<file path="src/rtl/prog_mem_pkg.sv">
// Shared types and default geometry for the loadable program memory.
package prog_mem_pkg;

  localparam int unsigned DATA_W_DEF = 8;
  localparam int unsigned ADDR_W_DEF = 5;
  localparam int unsigned DEPTH_DEF  = 32;

  typedef enum logic {
    ST_BOOT = 1'b0,
    ST_RUN  = 1'b1
  } state_t;

  // Index width needed to address DEPTH words (at least one bit).
  function automatic int unsigned idx_width(input int unsigned depth);
    return (depth > 1) ? $clog2(depth) : 1;
  endfunction

endpackage

</file>
<file path="src/rtl/prog_mem_array.sv">
// DEPTH x DATA_W single-port synchronous RAM; rdata updates only on an enabled read.
module prog_mem_array
  import prog_mem_pkg::*;
#(
  parameter int unsigned DATA_W = DATA_W_DEF,
  parameter int unsigned DEPTH  = DEPTH_DEF,
  parameter int unsigned IDX_W  = idx_width(DEPTH)
) (
  input  logic              clk,
  input  logic              en,
  input  logic              we,
  input  logic [IDX_W-1:0]  addr,
  input  logic [DATA_W-1:0] wdata,
  output logic [DATA_W-1:0] rdata
);

  logic [DATA_W-1:0] mem [DEPTH];

  // Contents are deliberately not reset; the loader masks unwritten words.
  always_ff @(posedge clk) begin
    if (en) begin
      if (we) begin
        mem[addr] <= wdata;
      end else begin
        rdata <= mem[addr];
      end
    end
  end

endmodule

</file>
<file path="src/rtl/prog_mem_loader.sv">
// Loadable program memory: BOOT-phase image load with checksum, RUN-phase
// 1-cycle fetch through a req/ready/valid handshake.
module prog_mem_loader
  import prog_mem_pkg::*;
#(
  parameter int unsigned DATA_W = DATA_W_DEF,
  parameter int unsigned ADDR_W = ADDR_W_DEF,
  parameter int unsigned DEPTH  = DEPTH_DEF
) (
  input  logic              clk,
  input  logic              reset,
  input  logic              load_start,
  input  logic              load_we,
  input  logic [ADDR_W-1:0] load_addr,
  input  logic [DATA_W-1:0] load_data,
  input  logic              load_done,
  output logic [DATA_W-1:0] load_sum,
  output logic              load_err,
  input  logic              fetch_req,
  input  logic [ADDR_W-1:0] fetch_addr,
  output logic              fetch_ready,
  output logic              fetch_valid,
  output logic [DATA_W-1:0] fetch_data,
  output logic              fetch_err,
  output logic              running
);

  localparam int unsigned IDX_W = idx_width(DEPTH);

  state_t            state;
  logic [DEPTH-1:0]  valid_q;
  logic [DEPTH-1:0]  valid_d;
  logic              load_in_range;
  logic              fetch_in_range;
  logic              wr_ok;
  logic              wr_bad;
  logic              accept;
  logic              rd_mask_q;
  logic [IDX_W-1:0]  load_idx;
  logic [IDX_W-1:0]  fetch_idx;
  logic [IDX_W-1:0]  ram_addr;
  logic              ram_en;
  logic [DATA_W-1:0] ram_rdata;

  assign load_idx       = load_addr[IDX_W-1:0];
  assign fetch_idx      = fetch_addr[IDX_W-1:0];
  assign load_in_range  = 32'(load_addr) < DEPTH;
  assign fetch_in_range = 32'(fetch_addr) < DEPTH;

  // Writes only in BOOT, reads only in RUN, so the single port never conflicts.
  assign wr_ok    = (state == ST_BOOT) && load_we && load_in_range;
  assign wr_bad   = (state == ST_BOOT) && load_we && !load_in_range;
  assign accept   = fetch_req && fetch_ready;
  assign ram_en   = wr_ok || (accept && fetch_in_range);
  assign ram_addr = (state == ST_BOOT) ? load_idx : fetch_idx;

  prog_mem_array #(
    .DATA_W (DATA_W),
    .DEPTH  (DEPTH),
    .IDX_W  (IDX_W)
  ) u_array (
    .clk   (clk),
    .en    (ram_en),
    .we    (wr_ok),
    .addr  (ram_addr),
    .wdata (load_data),
    .rdata (ram_rdata)
  );

  // A load_start clear applies before a same-cycle write is marked valid.
  always_comb begin
    valid_d = load_start ? '0 : valid_q;
    if (wr_ok) begin
      valid_d[load_idx] = 1'b1;
    end
  end

  always_ff @(posedge clk or posedge reset) begin
    if (reset) begin
      state       <= ST_BOOT;
      running     <= 1'b0;
      fetch_ready <= 1'b0;
      valid_q     <= '0;
      load_sum    <= '0;
      load_err    <= 1'b0;
      fetch_valid <= 1'b0;
      fetch_err   <= 1'b0;
      rd_mask_q   <= 1'b0;
    end else begin
      valid_q <= valid_d;

      if (load_start) begin
        state       <= ST_BOOT;
        running     <= 1'b0;
        fetch_ready <= 1'b0;
      end else if (load_done && (state == ST_BOOT)) begin
        state       <= ST_RUN;
        running     <= 1'b1;
        fetch_ready <= 1'b1;
      end

      if (load_start) begin
        load_sum <= wr_ok ? load_data : '0;
        load_err <= wr_bad;
      end else begin
        if (wr_ok) begin
          load_sum <= load_sum + load_data;
        end
        if (wr_bad) begin
          load_err <= 1'b1;
        end
      end

      // An in-flight fetch completes even if load_start lands in its accept cycle.
      fetch_valid <= accept;
      fetch_err   <= accept && !fetch_in_range;
      if (accept) begin
        rd_mask_q <= fetch_in_range && valid_q[fetch_idx];
      end
    end
  end

  // RAM rdata and the mask both change only on an accept, so data holds between valids.
  assign fetch_data = rd_mask_q ? ram_rdata : '0;

endmodule

</file>
<file path="config.mk">
export PLATFORM = sky130hd
export DESIGN_NAME = prog_mem_loader
export DESIGN_NICKNAME = d
export VERILOG_FILES = /design/src/rtl/prog_mem_pkg.sv /design/src/rtl/prog_mem_array.sv /design/src/rtl/prog_mem_loader.sv
export SDC_FILE = /design/constraint.sdc
export NUM_CORES = 1
export LEC_CHECK = 0
export BUFFER_PORTS_ARGS = -buffer_cell sky130_fd_sc_hd__buf_4
export CAP_MARGIN = 20
export CORE_UTILIZATION = 25
export DETAILED_ROUTE_END_ITERATION = 6
export GPL_TIMING_DRIVEN = 0
export HOLD_SLACK_MARGIN = 0.02
export PLACE_DENSITY = 0.39
export SLEW_MARGIN = 20
export SYNTH_ARGS = -nofsm -noshare
export SYNTH_HDL_FRONTEND = slang
export SYNTH_HIERARCHICAL = 1
export SYNTH_SLANG_ARGS = --single-unit
</file>
<file path="constraint.sdc">
create_clock -name clk -period 2.75 [get_ports clk]
set_clock_uncertainty 0.2 [all_clocks]
set_input_delay 0.1375 -clock clk [delete_from_list [all_inputs] [get_ports clk]]
set_output_delay 0.1375 -clock clk [all_outputs]
set_load 0.01 [all_outputs]
</file>
After elaboration in Yosys (flattened, before gate mapping)
Memories as Yosys holds them, arrays and structs flattened. A register that Yosys moved wholly into a read port is not among the register bits. Cells that the tools add are included.

$add $sub $neg: 1. $lt $le $gt $ge: 3. Mux-type cells: 16. Bitwise operators: 3. Reduce and logical (&&, ||, !) cells: 8.

Operators by type and width (number): 32-bit two-way mux (2); 8-bit two-way mux (4); 32-bit OR (1); 5-bit by 6-bit less-than comparator with 1-bit output, second input constant (2); 8-bit adder (1); 1-bit two-way mux (7); 1-bit binary-select mux with 5-bit select (1); 1-bit demux with 5-bit select (1); 5-bit by 1-bit >= comparator with 1-bit output, second input constant (1); 5-bit two-way mux (1); 1-bit logical AND (4); 2-bit nonzero test (2); 1-bit inverter (2); 2-bit AND reduction (1); 1-bit logical OR (1).

Flip-flop bits (word level): 43. Memory bits (writable): 256. Input bits: 24. Output and inout bits: 21. Logic and storage cells: 37. Memories: 1.

Memory list: u_array.mem (depth 32, width 8, rd ports 1, clocked after Yosys merged registers in 1, write ports 1, line prog_mem_array.sv:17) `logic [DATA_W-1:0] mem [DEPTH];`.

Longest topological paths before layout
Depth after elaboration: 6. Gate-level depth with buffers: 9.

Hierarchy
Netlist, hierarchy kept.

By module, submodules not included: prog_mem_array (times used 1, cells an instance 580, area each 10289.9 um2, sequential area each 7927.6 um2); prog_mem_loader (times used 1, cells an instance 243, area each 2459.9 um2, sequential area each 1076.0 um2).

Worst setup path before layout
Ideal clock, no wire load.

Path kind: register -> register. From: register, netlist name running. To: memory u_array/mem[27][0] (netlist name) (enable). Setup time: 383 ps. Arrival: 2297 ps. Data required time: 2167 ps. Path slack: -130 ps. Stages on the path, launching flop included: 8. Period minus slack after synthesis: 2880 ps. Path through: dfrtp_1 > buf_2 > mux2_2 > clkbuf_1 > buf_2 > buf_2 > nand4_1 > nor3_1.

RTL lines (line): end: declaration (prog_mem_array.sv:17).

==> results_dict.tcl <==
set metrics [dict create \
    status "complete, no violations" \
    clk_latency_ns 0.53 \
    fin_crit_sh 0.986 \
    fp.dieH_um 228 \
    rsz0062_at_grt "yes" \
    port_buffers 35 \
    start_kind "flop" \
    timing.rr.end "u_array/rdata[4]$_DFFE_PP_" \
    avgSynthCellArea_sq_um 15.5 \
    intPower_mw 8.22 \
    ant_nets 0 \
    numCtsBuffers 36 \
    total_power_mw 10.8 \
    synth_compound_area_frac 0.0596 \
    seqPwrFrac 0.479 \
    leakagePower_nw 5.86 \
    max-slew-margin-rel 0.543 \
    path_common_cell "buf_8" \
    fmax_ghz 0.369 \
    wl_per_cell_um 21.7 \
    ctsHtreeMaxLevel 2 \
    setup_slack_ns 0.0374 \
    synth_fa_ha_area_frac 0.00844 \
    drv_slew 0 \
    power.switching_mw 2.57 \
    finalWirelength_mm 35.8 \
    ys_types 50 \
    synthMuxAreaShare 0.129 \
    detailed_place_hpwl_mm 22.8 \
    dp_slack_ns -1.17 \
    slowest_stage "dfrtp_1" \
    hold_end "valid_q[30]$_DFF_PP0_" \
    cts_sinks 307 \
    fp.dieW_um 228 \
    final_util 0.329 \
    netlist_area_sq_um 12700 \
    cp_max_fo 10 \
    overflow 0 \
    dr.first_iter.drc_count 530 \
    synth_flop_cell "edfxtp_1" \
    grtUsageTotal 0.139 \
    maxCapViolations 0 \
    synth-edff-count 264 \
    via_count 7475 \
    gp_congestion 0.781 \
    core_sq_um 50300 \
    area_delta_synth_final_pct 29.8 \
    cp.arrival_ns 2.78 \
    grt_pass1_wl_mm 52.9 \
    grt_pass1_vias 7661 \
    antenna_found_initial 0 \
    fin_nets 985 \
    grt_max_degree 38 \
    cts_tree "built" \
    clkPwrFrac 0.419 \
    crit_type "reg -> reg" \
    drc 0 \
    hold_depth 4 \
    syn_inst 823 \
    synthSimpleGateAreaFrac 0.0606 \
    p_sw_frac 0.238 \
    hold_path_class "in -> reg" \
    hold_viol_final 0 \
    end_kind "flop" \
    synth_top_family_by_area "multiplexers" \
    critPathTopFamily "multiplexers" \
    critical_path_required_ns 2.82 \
    rows 82 \
    cts_buffer_depth 3 \
    min-delay-start "load_addr[0]" \
    floorplan.initialDensity 0.254 \
    ir_drop_mv 0.391 \
    clk_pin_slew_ns 0.06 \
    yosysWarnings 6 \
    path_buf_inv 3 \
    seq_area_frac_synth 0.706 \
    ff2ff_setup_slack_ns 0.04 \
    worstPathCellList "buf_6 > mux2_4 > buf_8 > buf_8 > mux2i_1 > o22ai_2 > nor4_4 > nand2_1" \
    worst_pin_slew_ns 0.682 \
    firstDrtPassIters 5 \
    final_layout_size_suffix_gt1_frac 0.261 \
    final.fill_count 4927 \
    dieArea_sq_um 51900 \
    ys_ff_latch 307 \
    cpPeakStageDelay_ns 0.40 \
    pwr-share-comb 0.102 \
    num_antenna_cells 0 \
    ios 45 \
    finalSetupViolCount 0 \
    r2r_start "running$_DFFE_PP0P_" \
    synth_xor_area_frac 0.00206 \
    cts_root_buf "clkbuf_16" \
    final.min_clock_period_ns 2.71 \
    reg2regPathDepth 8 \
    vias_per_cell 4.52 \
    power.density_nw_per_um2 652 \
    async_flop_share 0.140 \
    layout_commonest_cell "edfxtp_1" \
    layout_common_cells "edfxtp_1 (264), mux2i_1 (126), o22ai_1 (71)" \
]
logic make-up after synthesis:
family / after synthesis
AOI/OAI and AO/OA: 122
xor gates and xnor gates: 3
adders and majority gates: 8
buffers and inverters: 93
DFF: 307
muxes: 150
other: 1
and+or+nand+nor: 139
registers in the layout, summed over array words and instances, names as in the netlist:
register,cells
u_array/mem,256
valid_q,32
running,1
fetch_valid,1
rd_mask_q,1
load_sum,8
u_array/rdata,8
tightest hold or removal path, cell delays in order:
cell and delay [ns]:
buf_4 0.11, nor2_1 0.05, nand2_1 0.34, o22ai_1 0.12
stage by stage:
| stage | hold WS (ns) | std cells | area (sq um) | TNS [ns] |
|---|---|---|---|---|
| 6_report | 0.0579 | 1652 | 16500 | 0 |
| 5_1_grt | 0.0668 | 1652 | 16500 | -0.0988 |
| 4_1_cts | 0.0214 | 1643 | 16200 | -2.41 |
| 3_5_place_dp | -0.0598 | 1533 | 13900 | -219.71 |
| 3_3_place_gp | 0.157 | 1531 | 13900 | -236.31 |
| 2_1_floorplan | 0.0364 | 824 | 12800 | -1.67 |
worst max path at each step:
stage | startpoint | to | slack [ns] | cells after the start
floorplan | running$_DFFE_PP0P_ | u_array/mem[11][0]$_DFFE_PP_ | -0.05 | 6
global placement | running$_DFFE_PP0P_ | u_array/mem[26][2]$_DFFE_PP_ | -1.47 | 7
detailed placement | running$_DFFE_PP0P_ | u_array/mem[7][0]$_DFFE_PP_ | -1.17 | 7
CTS | running$_DFFE_PP0P_ | u_array/rdata[6]$_DFFE_PP_ | -0.14 | 9
global route | running$_DFFE_PP0P_ | u_array/rdata[4]$_DFFE_PP_ | -0.04 | 8
finish | running$_DFFE_PP0P_ | u_array/rdata[4]$_DFFE_PP_ | 0.04 | 8
cell type report:
| class | instances | area, sq um | area share |
|---|---|---|---|
| Sequential cell | 307 | 9000 | 0.544 |
| Tap cell | 672 | 841 | 0.0508 |
| Multi-Input combinational cell | 424 | 4020 | 0.243 |
| Timing Repair Buffer | 99 | 1040 | 0.0626 |
| Inverter | 39 | 150 | 0.00907 |
| Clock buffer | 48 | 998 | 0.0603 |
| Buffer | 46 | 384 | 0.0232 |
| Clock inverter | 17 | 111 | 0.00673 |
layer usage:
layer	vias to the layer above	wire, um	track usage
met5	-	0	0
met4	0	931	0.0528
met3	48	1290	0.0229
met2	135	16200	0.210
met1	3816	17300	0.199
li1	3476	-	-
synthesized netlist by cell type (all sizes together) (6+ instances only):
| library cell | instances | share of area |
|---|---|---|
| o21ai | 11 | 0.0046 |
| ha | 7 | 0.0069 |
| clkbuf | 20 | 0.0067 |
| edfxtp | 264 | 0.62 |
| nor3 | 7 | 0.0027 |
| mux4 | 9 | 0.018 |
| nand3 | 9 | 0.0035 |
| and2 | 8 | 0.0039 |
| nand2 | 22 | 0.0065 |
| nor2 | 39 | 0.011 |
| nor4 | 16 | 0.0079 |
| dfrtp | 43 | 0.084 |
| nand3b | 6 | 0.0035 |
| mux2i | 136 | 0.11 |
| inv | 38 | 0.011 |
| o22ai | 96 | 0.047 |
| buf | 34 | 0.015 |
power by group through the flow:
stage / clock, mW / sequential, mW / combinational (mW)
finish: 4.53 / 5.16 / 1.10
global route: 4.84 / 5.17 / 1.19
CTS: 4.68 / 5.16 / 1.04
detailed placement: 0 / 5.26 / 0.911
global placement: 0 / 5.26 / 0.905
floorplan: 0 / 5.26 / 0.527
what timing repair did:
action,in CTS,in global routing
pin swaps,31,14
hold buffers,26,0
hold endpoints to repair,337,0
endpoints found under the setup margin,272,190
gates cloned,0,0
buffers inserted,27,9
gates resized for setup,122,74
Power figures use the tool's default switching activity.
